$ cat src/rtl/hex_keypad_input.sv
// 4x4 active-low hex keypad scanner with press/release/enter debounce, a 16-bit
// digit entry register and a committed data register with valid/ack handshake.
//
// state      | meaning
// -----------+-------------------------------------------------------------
// REL_QUAL   | waiting for DEBOUNCE_SCANS consecutive key-free scans
// IDLE       | released and armed, waiting for a single key
// PRESS_QUAL | counting consecutive scans that show the candidate key
// HELD       | digit accepted, waiting for the key to go away (no repeat)
module hex_keypad_input #(
   parameter int SCAN_DIV       = 24000,
   parameter int DEBOUNCE_SCANS = 4
) (
   input  logic        clk,
   input  logic        reset,
   input  logic [3:0]  col,
   input  logic        enter,
   input  logic        clear,
   input  logic        ack,
   output logic [3:0]  row,
   output logic [15:0] num,
   output logic [15:0] data,
   output logic        valid,
   output logic        key_strobe,
   output logic        overrun
);
   localparam int DW = $clog2(SCAN_DIV + 1);
   localparam int CW = $clog2(DEBOUNCE_SCANS + 2);

   typedef enum logic [1:0] {REL_QUAL, IDLE, PRESS_QUAL, HELD} state_t;

   state_t          state, state_nxt;
   logic [CW-1:0]   cnt, cnt_nxt, cnt_inc;
   logic [3:0]      cand, cand_nxt;
   logic [3:0]      col_m, col_s;
   logic            ent_m, ent_s;
   logic [DW-1:0]   div_cnt;
   logic [1:0]      r_idx;
   logic [11:0]     acc;
   logic [15:0]     scan_vec;
   logic [4:0]      hits;
   logic [3:0]      code;
   logic            single, row_last, tick, accept, commit;
   logic            enter_db;
   logic [CW-1:0]   ecnt, ecnt_inc;
   logic [15:0]     num_shift;

   always_ff @(posedge clk or negedge reset) begin
      if (!reset) begin
         col_m <= 4'hF;
         col_s <= 4'hF;
         ent_m <= 1'b0;
         ent_s <= 1'b0;
      end else begin
         col_m <= col;
         col_s <= col_m;
         ent_m <= enter;
         ent_s <= ent_m;
      end
   end

   assign row_last = (div_cnt == DW'(SCAN_DIV - 1));
   assign tick     = row_last && (r_idx == 2'd3);
   assign row      = ~(4'b0001 << r_idx);

   always_ff @(posedge clk or negedge reset) begin
      if (!reset) begin
         div_cnt <= '0;
         r_idx   <= 2'd0;
         acc     <= '0;
      end else if (row_last) begin
         div_cnt <= '0;
         r_idx   <= r_idx + 2'd1;
         if (r_idx != 2'd3) acc[r_idx*4 +: 4] <= ~col_s;
      end else begin
         div_cnt <= div_cnt + DW'(1);
      end
   end

   // Row 3 is judged straight from the synchroniser on the tick itself.
   assign scan_vec = {~col_s, acc};

   always_comb begin
      hits = 5'd0;
      code = 4'd0;
      for (int i = 0; i < 16; i++) begin
         if (scan_vec[i]) begin
            hits = hits + 5'd1;
            code = 4'(i);
         end
      end
   end

   assign single  = (hits == 5'd1);
   assign cnt_inc = cnt + CW'(1);

   always_ff @(posedge clk or negedge reset) begin
      if (!reset) begin
         state <= REL_QUAL;
         cnt   <= '0;
         cand  <= 4'd0;
      end else begin
         state <= state_nxt;
         cnt   <= cnt_nxt;
         cand  <= cand_nxt;
      end
   end

   always_comb begin
      state_nxt = state;
      cnt_nxt   = cnt;
      cand_nxt  = cand;
      if (tick) begin
         case (state)
            REL_QUAL: begin
               if (single) begin
                  cnt_nxt = '0;
               end else if (cnt_inc >= CW'(DEBOUNCE_SCANS)) begin
                  state_nxt = IDLE;
                  cnt_nxt   = '0;
               end else begin
                  cnt_nxt = cnt_inc;
               end
            end
            IDLE: begin
               if (single) begin
                  cand_nxt  = code;
                  cnt_nxt   = CW'(1);
                  state_nxt = (DEBOUNCE_SCANS == 1) ? HELD : PRESS_QUAL;
               end
            end
            PRESS_QUAL: begin
               if (single && code == cand) begin
                  if (cnt_inc >= CW'(DEBOUNCE_SCANS)) begin
                     state_nxt = HELD;
                     cnt_nxt   = '0;
                  end else begin
                     cnt_nxt = cnt_inc;
                  end
               end else begin
                  state_nxt = IDLE;
                  cnt_nxt   = '0;
               end
            end
            default: begin
               if (!(single && code == cand)) begin
                  state_nxt = (DEBOUNCE_SCANS == 1) ? IDLE : REL_QUAL;
                  cnt_nxt   = (DEBOUNCE_SCANS == 1) ? CW'(0) : CW'(1);
               end
            end
         endcase
      end
   end

   always_comb begin
      accept = 1'b0;
      if (tick && single) begin
         case (state)
            IDLE:       accept = (DEBOUNCE_SCANS == 1);
            PRESS_QUAL: accept = (code == cand) && (cnt_inc >= CW'(DEBOUNCE_SCANS));
            default:    accept = 1'b0;
         endcase
      end
   end

   assign ecnt_inc = ecnt + CW'(1);
   assign commit   = tick && ent_s && !enter_db && (ecnt_inc >= CW'(DEBOUNCE_SCANS));

   always_ff @(posedge clk or negedge reset) begin
      if (!reset) begin
         enter_db <= 1'b0;
         ecnt     <= '0;
      end else if (tick) begin
         if (ent_s != enter_db) begin
            if (ecnt_inc >= CW'(DEBOUNCE_SCANS)) begin
               enter_db <= ent_s;
               ecnt     <= '0;
            end else begin
               ecnt <= ecnt_inc;
            end
         end else begin
            ecnt <= '0;
         end
      end
   end

   // A digit accepted on the commit tick is folded into the committed value.
   assign num_shift = {num[11:0], code};

   always_ff @(posedge clk or negedge reset) begin
      if (!reset) begin
         num        <= '0;
         data       <= '0;
         valid      <= 1'b0;
         key_strobe <= 1'b0;
         overrun    <= 1'b0;
      end else begin
         key_strobe <= accept && !clear;
         if (commit) begin
            data  <= accept ? num_shift : num;
            valid <= 1'b1;
            if (valid) overrun <= 1'b1;
         end else if (ack) begin
            valid <= 1'b0;
         end
         if (clear) begin
            num     <= '0;
            overrun <= 1'b0;
         end else if (commit) begin
            num <= '0;
         end else if (accept) begin
            num <= num_shift;
         end
      end
   end
endmodule

$ cat config.mk
export PLATFORM = sky130hd
export DESIGN_NAME = hex_keypad_input
export DESIGN_NICKNAME = d
export VERILOG_FILES = /design/src/rtl/hex_keypad_input.sv
export SDC_FILE = /design/constraint.sdc
export NUM_CORES = 1
export LEC_CHECK = 0
export CORE_MARGIN = 4
export CORE_UTILIZATION = 47
export DETAILED_ROUTE_END_ITERATION = 8
export GPL_ROUTABILITY_DRIVEN = 0
export GPL_TIMING_DRIVEN = 0
export PLACE_DENSITY = 0.71
export SKIP_LAST_GASP = 1
export SLEW_MARGIN = 5
export SYNTH_ARGS = -nofsm -noshare
export SYNTH_HDL_FRONTEND = slang
export SYNTH_SLANG_ARGS = --single-unit
$ cat constraint.sdc
create_clock -name clk -period 14.8 [get_ports clk]
set_clock_uncertainty 0.1 [all_clocks]
set_input_delay 2.96 -clock clk [delete_from_list [all_inputs] [get_ports clk]]
set_output_delay 2.96 -clock clk [all_outputs]
set_load 0.03 [all_outputs]
==> impl_metrics.yaml, run 1 <==
status:
  status: "finished clean"
worst_hold_path:
  min_path_cells: 0
  holdPathEnd: "ent_s"
  min-delay-start: "ent_m"
  hp-class: "reg2reg"
logic_synthesis:
  synthCells: 546
  syn_area_um2: 5306
  yosys_most_used_dff: "dfrtp_1"
  synth_area_leaders: "dfrtp_1, ha_1, xnor2_1"
  synth_nets: 578
  avgSynthCellArea_um2: 9.719
  yosysSeqAreaShare: 0.4122
  yosysMostFrequentCell: "dfrtp_1"
  post-synth-top-area-cell: "dfrtp_1"
  ys_top_cells_by_count: "dfrtp_1, nand2_1, nor2_1"
  ys_async_sr_fraction: 1.000
  synth_warnings: 0
  ys_ff_latch: 87
  synthDominantCellAreaShare: 0.3726
  synth_edf_count: 0
  yosysUniqueCellTypes: 70
die:
  fp.coreArea_um2: 10940
  rows: 38
  pin_count: 48
  die_x_um: 114.3
  die_y_um: 114.3
  die_area_um2: 13050
  start_util: 0.4852
clock_network:
  clock_latency_ns: 0.33
  cts_tree: "built"
  cts_resized: 0
  cts_setup_buffers: 0
  cts-root-buf: "clkbuf_16"
  clk_pin_slew_ns: 0.06
  cts_made_buffers: 9
  clock-sinks: 87
  cts_hold_buffers: 0
  clk_path_buf_depth: 2
  htreeDepth: 3
global_routing:
  grt_pass1_vias: 3951
  grt_pass1_wl_um: 18390
  globalRouteMet3Util: 0.03330
  grt_overflow_total: 0
  gr-usage-met1: 0.2225
  busiest_layer: "met2"
  grt_max_degree: 52
  grt.total_usage: 0.1738
  grtUsageMet2: 0.2974
  antenna_found_initial: 0
sta:
  hold_violations: 0
  fmax_mhz: 91.65
  rsz0062_at_grt: "no"
  final.setup.tns_ns: 0
  holdWs_ns: 0.2494
  max_slew_margin: 0.4843
  drv_slew: 0
  period_minus_slack_ns: 10.91
  worstMarginPinSlew_ns: 0.7676
  final.period_utilization: 0.7372
  setup_violations: 0
drt:
  ant_nets: 0
  drc: 0
  via_count: 4038
  drt_iter0_markers: 218
  totalWireLength_um: 10800
  vias_per_cell: 5.384
  first_pass_iters: 4
  wl_per_cell_um: 14.40
worst_setup_path:
  crit_fanout: 10
  timing.rr.start: "acc[1]"
  rr_endpoint: "data[7]"
  cp_common_cell: "ha_1"
  cp.required_ns: 14.90
  worst_r2r_path_depth: 52
  slowest_stage: "a211oi_4"
  startpoint_type: "register"
  critPathCaptureType: "register"
  critPathMaxStageDelay_ns: 0.46
  reg2reg_slack_ns: 3.89
  critPathArrivalTime_ns: 11.01
  cp_num_buf_inv: 7
  cp_top_family: "adder cells"
  path_class: "reg2reg"
cells_and_area:
  drive_gt1_frac: 0.09016
  fin_cells: 750
  diodes: 0
  area_delta_synth_final_pct: 17.54
  nets: 637
power:
  power_uw: 460.0
  power.leakage_nw: 2.809
  power_density_nw_per_um2: 73.75
  irDropWorstVdd_mv: 0.06559
place:
  dp.cells: 734
  portBuffers: 47
  hpwl_um: 8238
run:
  drv_cap: 0
[cells in the final DEF (no fill, tap or decap), types with 6 or more instances in the layout]
| master | Yosys | final |
|---|---|---|
| xnor2_1 | 29 | 29 |
| nand3_1 | 17 | 17 |
| nor2b_1 | 7 | 7 |
| mux2i_1 | 20 | 20 |
| nor3_1 | 11 | 11 |
| ha_1 | 23 | 23 |
| xor2_1 | 12 | 12 |
| inv_1 | 28 | 28 |
| dfrtp_1 | 79 | 79 |
| o31ai_1 | 14 | 14 |
| nand2_1 | 66 | 66 |
| mux2_2 | 6 | 6 |
| o21ai_0 | 17 | 17 |
| o21ai_1 | 19 | 19 |
| clkdlybuf4s50_1 | 0 | 46 |
| clkbuf_1 | 16 | 19 |
| dfstp_2 | 8 | 8 |
| nand2b_1 | 8 | 8 |
| clkbuf_16 | 0 | 9 |
| nor2_1 | 58 | 58 |
| a21oi_1 | 10 | 10 |
[metrics by stage]
| stage | utilization | setup WS (ns) | area [um^2] |
|---|---|---|---|
| 2_1_floorplan | - | 5.196 | 5306 |
| 3_3_place_gp | 0.5443 | 4.241 | 5952 |
| 3_5_place_dp | 0.5466 | 3.969 | 5977 |
| 4_1_cts | 0.5704 | 3.952 | 6237 |
| 5_1_grt | 0.5704 | 3.081 | 6237 |
| 6_report | 0.5704 | 3.889 | 6237 |
[worst max-delay path by stage]
stage	start	to	slack, ns	cells past startpoint
floorplan	acc[1]	cand[1]	5.20	51
global placement	acc[1]	data[7]	4.24	52
detailed placement	acc[1]	data[7]	3.97	52
CTS	acc[1]	data[7]	3.95	52
global route	acc[0]	data[5]	3.08	52
finish	acc[1]	data[7]	3.89	52
[flip-flops by register name, summed over array words and instances, names as in the netlist, 2 cells and up]
| register | flops |
|---|---|
| data | 16 |
| col_s | 4 |
| cnt | 3 |
| ecnt | 3 |
| state | 2 |
| r_idx | 2 |
| col_m | 4 |
| num | 16 |
| cand | 4 |
| acc | 12 |
| div_cnt | 15 |
[power breakdown]
| group | switching [mW] | internal, mW | total [mW] | leakage [nW] |
|---|---|---|---|---|
| clock network | 0.0847 | 0.113 | 0.198 | 0.130 |
| logic | 0.0136 | 0.00792 | 0.0215 | 1.51 |
| registers | 0.000495 | 0.240 | 0.241 | 1.17 |
| total | 0.0988 | 0.361 | 0.460 | 2.81 |
[routing by layer]
metal  wire length (um)  vias to the layer above
li1                   -                     2015
met1               4975                     1969
met2               5458                       44
met3                267                       10
met4                 97                        0
met5                  0                        -
[worst register-to-register path, delay by kind of cell, from the launching register on]
family,cells,cell delay [ns]
AOI/OAI and AO/OA,13,2.57
muxes,4,1.07
adders and majority gates,14,4.01
buffers and inverters,7,0.65
xor gates and xnor gates,1,0.30
and+or+nand+nor,13,1.70
DFF,1,0.39
[kinds of logic after synthesis]
group | count (synthesis) | synth area share
and+or+nand+nor | 205 | 0.1853
AOI/OAI and AO/OA | 94 | 0.1212
DFF | 87 | 0.4122
xor gates and xnor gates | 58 | 0.1335
buffers and inverters | 52 | 0.04103
muxes | 27 | 0.05258
adders and majority gates | 23 | 0.05423
[area by class of cell]
| class | instances | area (um^2) |
|---|---|---|
| repair buffers | 48 | 495.5 |
| fillers | 975 | 4698 |
| well taps | 140 | 175.2 |
| flip-flops and latches | 87 | 2187 |
| clock buffers | 12 | 236.5 |
| inverters | 29 | 108.9 |
| plain buffers | 23 | 108.9 |
| multi-input cells | 407 | 2902 |
| clock inverters | 4 | 23.77 |
Power figures use the tool's default switching activity.
==> inputs of run 2 (changes only) <==
==> constraint.sdc (replaced) <==
create_clock -name clk -period 11.4 [get_ports clk]
set_clock_uncertainty 0.1 [all_clocks]
set_input_delay 2.28 -clock clk [delete_from_list [all_inputs] [get_ports clk]]
set_output_delay 2.28 -clock clk [all_outputs]
set_load 0.03 [all_outputs]
==> impl_metrics.yaml, run 2 (synthesis gave the netlist of run 1 again) <==
die:
  start_util: 0.4852
  die_x_um: 114.3
  pin_count: 48
  rows: 38
  die_y_um: 114.3
  die_area_um2: 13050
  fp.coreArea_um2: 10940
power:
  power_density_nw_per_um2: 95.66
  irDropWorstVdd_mv: 0.08620
  power.leakage_nw: 2.820
  power_uw: 598.9
clock_network:
  cts_tree: "built"
  clock-sinks: 87
  clk_pin_slew_ns: 0.06
  cts_hold_buffers: 0
  clk_path_buf_depth: 2
  cts_made_buffers: 9
  cts-root-buf: "clkbuf_16"
  clock_latency_ns: 0.33
  htreeDepth: 3
sta:
  fmax_mhz: 93.80
  final.setup.tns_ns: 0
  period_minus_slack_ns: 10.66
  drv_slew: 0
  max_slew_margin: 0.4882
  rsz0062_at_grt: "no"
  hold_violations: 0
  setup_violations: 0
  final.period_utilization: 0.9352
  holdWs_ns: 0.2487
  worstMarginPinSlew_ns: 0.7619
global_routing:
  grt_overflow_total: 0
  antenna_found_initial: 0
  grt.total_usage: 0.1738
  grt_pass1_wl_um: 18390
  grt_max_degree: 52
  grt_pass1_vias: 3951
drt:
  first_pass_iters: 5
  vias_per_cell: 5.362
  drt_iter0_markers: 195
  drc: 0
  totalWireLength_um: 10800
  wl_per_cell_um: 14.36
  via_count: 4032
  ant_nets: 0
cells_and_area:
  final_util: 0.5725
  area_delta_synth_final_pct: 17.99
  fill_cells: 974
  largestRegisters: "data (16), num (16), div_cnt (15)"
  final_area_um2: 6261
  drive_gt1_frac: 0.09641
  final_cell_mix: "dfrtp_1, nand2_1, nor2_1, clkdlybuf4s50_1, xnor2_1"
  layout_commonest_cell: "dfrtp_1"
  diodes: 0
  nets: 639
status:
  status: "finished clean"
place:
  postPlaceCellArea_um2: 5977
  hpwl_um: 8238
  portBuffers: 47
worst_hold_path:
  hp-class: "reg2reg"
worst_setup_path:
  critPathMaxStageDelay_ns: 0.39
  startpoint_type: "register"
  slowest_stage: "dfrtp_1"
  crit_fanout: 7
  cp_common_cell: "ha_1"
  critPathArrivalTime_ns: 10.78
  critPathCaptureType: "register"
  cp.required_ns: 11.52
  path_class: "reg2reg"
run:
  drv_cap: 0
[run 2: layout make-up]
cell class	count	area, um^2	share of cell area
multi-input combinational	407	2910	0.4648
sequential	87	2187	0.3493
timing repair buffer	50	510.5	0.08153
clock buffer	12	236.5	0.03777
tap	140	175.2	0.02798
buffer	23	108.9	0.01739
inverter	29	108.9	0.01739
clock inverter	4	23.77	0.003797
[run 2: routing by layer]
layer	share of wire	routed length (um)	global-route usage	up-vias
li1	-	-	-	2015
met5	0	0	0	-
met2	0.51	5491	0.2974	51
met4	0.0092	99	0.05542	0
met3	0.031	330	0.03330	9
met1	0.45	4881	0.2225	1957
[run 2: timing repair]
action | CTS | global route
setup endpoints to repair | 0 | 40
buffers inserted | 0 | 2
gates resized for setup | 0 | 2
[run 2: report_power, final]
group / total (mW) / internal [mW] / switching, mW / leakage (nW)
Sequential: 0.312 / 0.312 / 0.000648 / 1.17
Combinational: 0.0298 / 0.0120 / 0.0179 / 1.52
Clock: 0.257 / 0.147 / 0.110 / 0.130
Total: 0.599 / 0.471 / 0.128 / 2.82
[run 2: final timing paths]
kind / from / end / slack, ns / cells after the start
worst min register to register: ent_m / ent_s / 0.25 / 0
worst max-delay path: acc[1] / cand[1] / 0.74 / 52
worst min-delay path: ent_m / ent_s / 0.25 / 0
min in group asynchronous: reset / num[14] / 1.81 / 1
worst max register to register: acc[1] / cand[1] / 0.74 / 52
max in group asynchronous: reset / col_m[3] / 8.73 / 2
[run 2: critical path: cells and delay by family (launching register included)]
family                     cells  cell delay (ns)
adders and majority gates     14             4.02
AOI/OAI and AO/OA             12             2.36
and+or+nand+nor               13             1.42
muxes                          4             1.19
buffers and inverters          8             0.79
DFF                            1             0.39
xor gates and xnor gates       1             0.30
[run 2: through the flow]
| stage | std cells | setup WS (ns) |
|---|---|---|
| after floorplan | 546 | 1.796 |
| after global placement | 733 | 0.8406 |
| after detailed placement | 734 | 0.5695 |
| after CTS | 750 | 0.5520 |
| after global routing | 752 | 0.0001368 |
| final | 752 | 0.7391 |
